**config.mk**
```make
export PLATFORM = sky130hd
export DESIGN_NAME = s_crc_tag_gen
export DESIGN_NICKNAME = d
export VERILOG_FILES = /design/src/rtl/s_crc_tag_gen.sv
export SDC_FILE = /design/constraint.sdc
export NUM_CORES = 1
export LEC_CHECK = 0
export ABC_CLOCK_PERIOD_IN_PS = 7770
export BUFFER_PORTS_ARGS = -buffer_cell sky130_fd_sc_hd__buf_2
export CORE_MARGIN = 5
export CORE_UTILIZATION = 55
export DETAILED_ROUTE_END_ITERATION = 8
export PLACE_DENSITY = 0.85
export REMOVE_ABC_BUFFERS = 1
export SYNTH_ARGS = -nofsm -noshare
export SYNTH_HDL_FRONTEND = slang
export SYNTH_SLANG_ARGS = --single-unit
```
**constraint.sdc**
```tcl
create_clock -name clk -period 7.77 [get_ports clk]
set_clock_uncertainty 0.15 [all_clocks]
set_input_delay 0.777 -clock clk [delete_from_list [all_inputs] [get_ports clk]]
set_output_delay 0.777 -clock clk [all_outputs]
set_load 0.1 [all_outputs]
```
**src/rtl/s_crc_tag_gen.sv**
```systemverilog
// ---------------------------------------------------------------------------
// s_crc_tag_gen
//   Captures one 128-bit block from the S-box layer and computes a 32-bit
//   MSB-first CRC tag over its 16 bytes (byte 0 = in[127:120]).
//   The block and its tag are then presented downstream together on a
//   valid/ready handshake. Only one block is in flight at a time.
//
// Build option:
//   S_CRC_FAST_EN - when defined, fold 4 bytes per CALC cycle (4-cycle
//                   latency) instead of 1 byte per cycle (16-cycle latency).
//                   The tag values are identical in both builds.
//
// Ports:
//   clk        in   1    rising-edge clock
//   rst_n      in   1    asynchronous active-low reset
//   in_valid   in   1    upstream block valid
//   in_ready   out  1    block accepted on in_valid && in_ready
//   in         in   128  block to tag
//   out_valid  out  1    out_data/out_crc valid
//   out_ready  in   1    downstream accepts on out_valid && out_ready
//   out_data   out  128  captured block, unmodified
//   out_crc    out  32   CRC tag of out_data
//   busy       out  1    high while a block is being tagged or presented
// ---------------------------------------------------------------------------
module s_crc_tag_gen #(
    parameter logic [31:0] CRC_POLY = 32'h04C11DB7,
    parameter logic [31:0] CRC_INIT = 32'hFFFFFFFF,
    parameter logic [31:0] XOR_OUT  = 32'hFFFFFFFF
) (
    input  logic         clk,
    input  logic         rst_n,
    input  logic         in_valid,
    output logic         in_ready,
    input  logic [127:0] in,
    output logic         out_valid,
    input  logic         out_ready,
    output logic [127:0] out_data,
    output logic [31:0]  out_crc,
    output logic         busy
);

    typedef enum logic [1:0] {
        ST_IDLE = 2'd0,
        ST_CALC = 2'd1,
        ST_DONE = 2'd2
    } state_t;

`ifdef S_CRC_FAST_EN
    localparam logic [3:0] CNT_STEP = 4'd4;
    localparam logic [3:0] CNT_LAST = 4'd12;
`else
    localparam logic [3:0] CNT_STEP = 4'd1;
    localparam logic [3:0] CNT_LAST = 4'd15;
`endif

    // Fold one byte into the CRC, MSB first.
    function automatic logic [31:0] crc_fold8(input logic [31:0] crc, input logic [7:0] b);
        logic [31:0] c;
        c = crc ^ {b, 24'h000000};
        for (int i = 0; i < 8; i++) begin
            c = c[31] ? ({c[30:0], 1'b0} ^ CRC_POLY) : {c[30:0], 1'b0};
        end
        return c;
    endfunction

    // Fold four consecutive bytes (first byte in the top bits) at once;
    // for a non-reflected CRC this equals four sequential byte folds.
    function automatic logic [31:0] crc_fold32(input logic [31:0] crc, input logic [31:0] w);
        logic [31:0] c;
        c = crc ^ w;
        for (int i = 0; i < 32; i++) begin
            c = c[31] ? ({c[30:0], 1'b0} ^ CRC_POLY) : {c[30:0], 1'b0};
        end
        return c;
    endfunction

    state_t        state_q;
    logic [127:0]  block_q;
    logic [31:0]   crc_q;
    logic [3:0]    cnt_q;
    logic          in_ready_q;
    logic          out_valid_q;
    logic          busy_q;
    logic [127:0]  out_data_q;
    logic [31:0]   out_crc_q;

    logic [127:0]  block_shift_s;
    logic [31:0]   crc_d;

    // Bring the byte(s) selected by the counter to the top of the block.
    assign block_shift_s = block_q << {cnt_q, 3'b000};

    // Next CRC value for the current CALC cycle.
    always_comb begin
        crc_d = crc_q;
`ifdef S_CRC_FAST_EN
        crc_d = crc_fold32(crc_q, block_shift_s[127:96]);
`else
        crc_d = crc_fold8(crc_q, block_shift_s[127:120]);
`endif
    end

    // Control FSM with registered handshake outputs and datapath registers.
    always_ff @(posedge clk or negedge rst_n) begin
        if (!rst_n) begin
            state_q     <= ST_IDLE;
            block_q     <= 128'h0;
            crc_q       <= 32'h0;
            cnt_q       <= 4'd0;
            in_ready_q  <= 1'b0;
            out_valid_q <= 1'b0;
            busy_q      <= 1'b0;
            out_data_q  <= 128'h0;
            out_crc_q   <= 32'h0;
        end else begin
            case (state_q)
                ST_IDLE: begin
                    if (in_valid && in_ready_q) begin
                        block_q    <= in;
                        crc_q      <= CRC_INIT;
                        cnt_q      <= 4'd0;
                        in_ready_q <= 1'b0;
                        busy_q     <= 1'b1;
                        state_q    <= ST_CALC;
                    end else begin
                        // First edge after reset release raises in_ready.
                        in_ready_q <= 1'b1;
                    end
                end
                ST_CALC: begin
                    crc_q <= crc_d;
                    cnt_q <= cnt_q + CNT_STEP;
                    if (cnt_q == CNT_LAST) begin
                        out_crc_q   <= crc_d ^ XOR_OUT;
                        out_data_q  <= block_q;
                        out_valid_q <= 1'b1;
                        state_q     <= ST_DONE;
                    end else begin
                        state_q <= ST_CALC;
                    end
                end
                ST_DONE: begin
                    // out_data/out_crc keep their values after the handshake.
                    if (out_ready) begin
                        out_valid_q <= 1'b0;
                        busy_q      <= 1'b0;
                        in_ready_q  <= 1'b1;
                        state_q     <= ST_IDLE;
                    end else begin
                        state_q <= ST_DONE;
                    end
                end
                default: begin
                    state_q     <= ST_IDLE;
                    in_ready_q  <= 1'b0;
                    out_valid_q <= 1'b0;
                    busy_q      <= 1'b0;
                    cnt_q       <= 4'd0;
                end
            endcase
        end
    end

    assign in_ready  = in_ready_q;
    assign out_valid = out_valid_q;
    assign busy      = busy_q;
    assign out_data  = out_data_q;
    assign out_crc   = out_crc_q;

endmodule

```
# After elaboration in Yosys (flattened, before gate mapping)
# Cells that the tools add are included.
dict set report totals {
  register_bits 329
  wordCells 64
  in_bits 132
  output_inout_bits 163
}
dict set report classes {
  eq_ne 6
  n_mux 24
  n_reduce_logical 10
  n_addsub 1
  n_shift 1
  bitwise_logic 13
}
# op n
set ops {}
lappend ops {{2-to-1 mux 27 bit} 8}
lappend ops {{left shift 128 x 7 -> 128 bit} 1}
lappend ops {{NOT 14 bit} 8}
lappend ops {{case mux 32 bit (2 select lines)} 1}
lappend ops {{2-to-1 mux 32 bit} 1}
lappend ops {{NOT 32 bit} 1}
lappend ops {{XOR 32 bit} 1}
lappend ops {{case mux 4 bit (3 select lines)} 1}
lappend ops {{AND reduction 2 bit} 5}
lappend ops {{case mux 1 bit (3 select lines)} 3}
lappend ops {{2-to-1 mux 2 bit} 3}
lappend ops {{inequality test 2 bit (second input constant)} 3}
lappend ops {{case mux 2 bit (3 select lines)} 1}
lappend ops {{AND reduction 3 bit} 2}
lappend ops {{2-to-1 mux 1 bit} 5}
lappend ops {{adder 4 x 1 -> 4 bit (second input constant)} 1}
lappend ops {{equality test 4 bit (second input constant)} 1}
lappend ops {{2-to-1 mux 4 bit} 1}
lappend ops {{NOT 1 bit} 3}
lappend ops {{equality test 2 x 1 -> 1 bit (second input constant)} 1}
lappend ops {{equality test 2 bit (second input constant)} 1}
lappend ops {{logical NOT 2 bit} 1}
lappend ops {{nonzero test 2 bit} 1}
lappend ops {{logical AND 1 bit} 1}

# Depth between registers and ports, before layout
dict set report depth {
  word_depth 19
  ltp_mapped 10
  mapped_depth_nobuf 7
}

# Worst setup path before layout
# No wires, ideal clock.
dict set report synth_path {
  path_kind {register to register}
  startpoint {register cnt_q[0]}
  endpoint {register out_crc_q[12] (netlist: out_crc[12])}
  stages_incl_launch_ff 10
  n_path_buf 2
  t_arrival_ns 3.058
  synth_period_minus_slack_ns 3.334
  setup_time_ns 0.126
  required_ns 7.494
  path_slack_ns 4.436
  path_cell_list {dfrtp_1 -> buf_6 -> buf_12 -> mux4_2 -> mux4_2 -> xnor2_4 -> xnor3_2 -> xor2_1 -> xor3_1 -> mux2_4}
}
dict set report synth_between {
  elab_chain_len 16
  word_cells_on_any_way 20
  cone_classes {eq/ne (1); shift (1); mux (8); bitwise (9); reduce/logical (1)}
}
# item line_no
set synth_lines {}
lappend synth_lines {{start: declaration} 80} ;# logic [3:0] cnt_q;
lappend synth_lines {{start signal: assignment} 132} ;# cnt_q <= cnt_q + CNT_STEP;
lappend synth_lines {{left shift 128 x 7 -> 128 bit} 91} ;# assign block_shift_s = block_q << {cnt_q, 3'b000};
lappend synth_lines {{XOR 32 bit} 59} ;# c = crc ^ {b, 24'h000000};
lappend synth_lines {{2-to-1 mux 27 bit (2 in a row)} 61} ;# c = c[31] ? ({c[30:0], 1'b0} ^ CRC_POLY) : {c[30:0], 1'b0};
lappend synth_lines {{NOT 14 bit (no line)} -}
lappend synth_lines {{2-to-1 mux 27 bit} 61}
lappend synth_lines {{NOT 14 bit (no line)} -}
lappend synth_lines {{2-to-1 mux 27 bit (2 in a row)} 61}
lappend synth_lines {{NOT 14 bit (no line)} -}
lappend synth_lines {{2-to-1 mux 27 bit} 61}
lappend synth_lines {{NOT 14 bit (no line)} -}
lappend synth_lines {{2-to-1 mux 27 bit} 61}
lappend synth_lines {{NOT 14 bit (no line)} -}
lappend synth_lines {{2-to-1 mux 27 bit} 61}
lappend synth_lines {{NOT 32 bit (no line)} -}
lappend synth_lines {{end signal: assignment} 134} ;# out_crc_q <= crc_d ^ XOR_OUT;
lappend synth_lines {{end: declaration} 85} ;# logic [31:0] out_crc_q;
# Several ways; a longest one is shown, not always the timed one.
# A chain may end at the register's enable or synchronous reset.

# Final worst setup path
# Same ends and word-level chain as after synthesis.

==> impl_metrics.toml <==
[yosys]
async_flop_share = 1.000
synthDistinctLibCells = 41
synth_largest_area_cell = "dfrtp_1"
yosysSeqAreaShare = 0.5840
synth_edf_count = 0
syn_area_mm2 = 0.01410
yosysWarnings = 0
yosysTopAreaCellShare = 0.5840
avgSynthCellArea_um2 = 11.83
synth_cells = 1192
synth_ff_type = "dfrtp_1"
ys_ff_latch = 329
synth_area_leaders = "dfrtp_1 (58%), nand2_1 (12%), mux2_2 (11%)"

[sta]
period_share = 0.5516
setup_viol = 0
worst_pin_slew_ns = 1.046
holdWs_ns = 0.1215
hold_violations = 0
rsz0062_at_grt = "false"
fin_ws_ns = 3.484
fmax_mhz = 233.3
slew_headroom = 0.3027
slew_violations = 0
fin_crit_ns = 4.286

[grt]
globalRouteOverflowTotal = 0
grt_pass1_wl_mm = 57.26
grt_pass1_vias = 10548
antenna_found_initial = 2
grt_max_degree = 166
track_usage = 0.2490

[detailed_routing]
drt-total-wl_mm = 35.67
drc = 0
antenna_left = 0
firstDrtPassIters = 5
wl_per_cell_um = 19.63
drtIter0Drc = 928
viasPerCell = 5.479
route.vias.total = 9956

[placement]
gp_congestion = 0.8201
dp_hpwl_mm = 23.54
placed_area_mm2 = 0.01581
port_buffers = 294
pre_cts_ws_ns = 3.451
dp_cells = 1758

[final_layout]
antenna_cells = 0
final_layout_size_suffix_gt1_frac = 0.3705
fin_area_mm2 = 0.01692
final_cells = 1817
n_fill_cell = 1854
multi_input_area_mm2 = 0.005577
regArea_mm2 = 0.008235
syn2layout_area_growth_pct = 20.03
final_nets = 1598

[die]
fp.dieW_um = 170.1
core_area_mm2 = 0.02518
start_util = 0.5599
io_pins = 295
num_rows = 58
dieArea_mm2 = 0.02894
die_y_um = 170.1

[worst_setup_path]
worstSetupPathType = "reg -> reg"
cp-start-kind = "flip-flop"
worstPathRequired_ns = 8.01
critPathMaxFanout = 26
cp_data_arrival_time_ns = 4.53
worst_setup_path_end_kind = "flip-flop"

[clocking]
root_buffer = "clkbuf_16"
cts.path.max_buffers = 3
holdBufCountCts = 0
cts.sinks = 329
ctsResizeCount = 0
clk_latency_ns = 0.51
cts_setup_buffers = 0
path_clk_slew_ns = 0.06
numCtsBuffers = 35
cts_tree = "yes"
clock_tree.htree_level_count = 2

[min_path]
min_path_type = "in -> async"

[status]
run_status = "complete, no violations"

[flow_run]
drv_cap = 0
worst paths after layout:
check | startpoint | cells after the start | slack [ns] | endpoint
max | cnt_q[0]$_DFFE_PN0P_ | 8 | 3.48 | out_crc[12]$_DFFE_PN0P_
min | rst_n | 1 | 0.12 | out_data[74]$_DFFE_PN0P_
max reg2reg | cnt_q[0]$_DFFE_PN0P_ | 8 | 3.48 | out_crc[12]$_DFFE_PN0P_
min reg2reg | out_crc[31]$_DFFE_PN0P_ | 2 | 0.31 | out_crc[31]$_DFFE_PN0P_
max in group asynchronous | rst_n | 2 | 5.83 | cnt_q[1]$_DFFE_PN0P_
min in group clk | out_crc[31]$_DFFE_PN0P_ | 2 | 0.31 | out_crc[31]$_DFFE_PN0P_
layer usage:
layer  vias to the layer above  GRT usage  wire length [um]
met5                         -          0                25
met4                         4    0.08611              1183
met3                        78    0.05110              2258
met2                       323     0.4130             18130
met1                      5051     0.3310             14080
li1                       4500          -                 -
per-stage QoR:
stage | utilization | setup TNS (ns)
global route | 0.6720 | 0
finish | 0.6720 | 0
CTS | 0.6720 | 0
floorplan | - | -738.39
global placement | 0.6280 | 0
detailed placement | 0.6280 | 0
cells by family after synthesis:
family,share of synthesized area
AO/OA/AOI/OAI,0.03443
XOR/XNOR,0.05902
adder cells (fa/ha/maj),0.0008873
buffers and inverters,0.02227
flip-flops,0.5840
multiplexers,0.1735
AND/OR/NAND/NOR,0.1259
cells in the mapped netlist, types with 2 or more instances:
| cell type | instances |
|---|---|
| o21ai_0 | 64 |
| mux2_2 | 138 |
| xnor2_1 | 35 |
| nand2_1 | 446 |
| or3_1 | 5 |
| xnor3_1 | 6 |
| nor2_1 | 6 |
| and2_1 | 3 |
| clkbuf_1 | 52 |
| buf_1 | 9 |
| xnor2_4 | 6 |
| a221oi_1 | 3 |
| xor2_1 | 11 |
| o21a_1 | 6 |
| a22oi_1 | 2 |
| dfrtp_1 | 329 |
| mux4_2 | 36 |
| nor2b_1 | 2 |
| mux2i_1 | 4 |
| xnor2_2 | 5 |
| buf_6 | 4 |
state kept, by name, summed over array words and instances, names as in the netlist:
| name | count |
|---|---|
| out_valid | 1 |
| state_q | 2 |
| crc_q | 32 |
| in_ready | 1 |
| out_crc | 32 |
| block_q | 128 |
| cnt_q | 4 |
| busy | 1 |
| out_data | 128 |
final cells by class:
class / count / area share
clock inverter: 6 / 0.001922
tap: 330 / 0.02440
clock buffer: 53 / 0.06359
inverter: 2 / 0.0004436
timing repair buffer: 304 / 0.09346
sequential: 329 / 0.4867
multi-input combinational: 793 / 0.3295
placed cells by master, fill, tap and decap left out, drive strengths merged:
| master | instances |
|---|---|
| a32o | 1 |
| a221oi | 4 |
| nand3 | 1 |
| clkbuf | 53 |
| xnor3 | 7 |
| a22oi | 2 |
| clkinv | 5 |
| ha | 1 |
| xor3 | 1 |
| mux2 | 139 |
| nand2b | 1 |
| dfrtp | 329 |
| inv | 2 |
| and2 | 3 |
| or3 | 5 |
| nand2 | 446 |
| a21o | 1 |
| xnor2 | 46 |
| nor2b | 2 |
| o21a | 6 |
| clkinvlp | 1 |
| a211oi | 1 |
| mux2i | 4 |
| a22o | 1 |
| xor2 | 11 |
| o21bai | 1 |
| nor3 | 1 |
| buf | 304 |
| nor2 | 6 |
| o21ai | 64 |
| mux4 | 37 |
| o211a | 1 |
critical path, cell delays in order, from the launching register on:
cell and delay [ns]:
dfrtp_2 0.73, buf_4 0.54, mux4_1 0.64, mux4_2 0.57, xnor2_4 0.29, xnor3_2 0.46
xor2_1 0.25, xor3_1 0.27, mux2_4 0.26
Power is left out: the tool's default activity adds up to more than one toggle a clock period on the data nets, which glitch-free logic cannot reach.
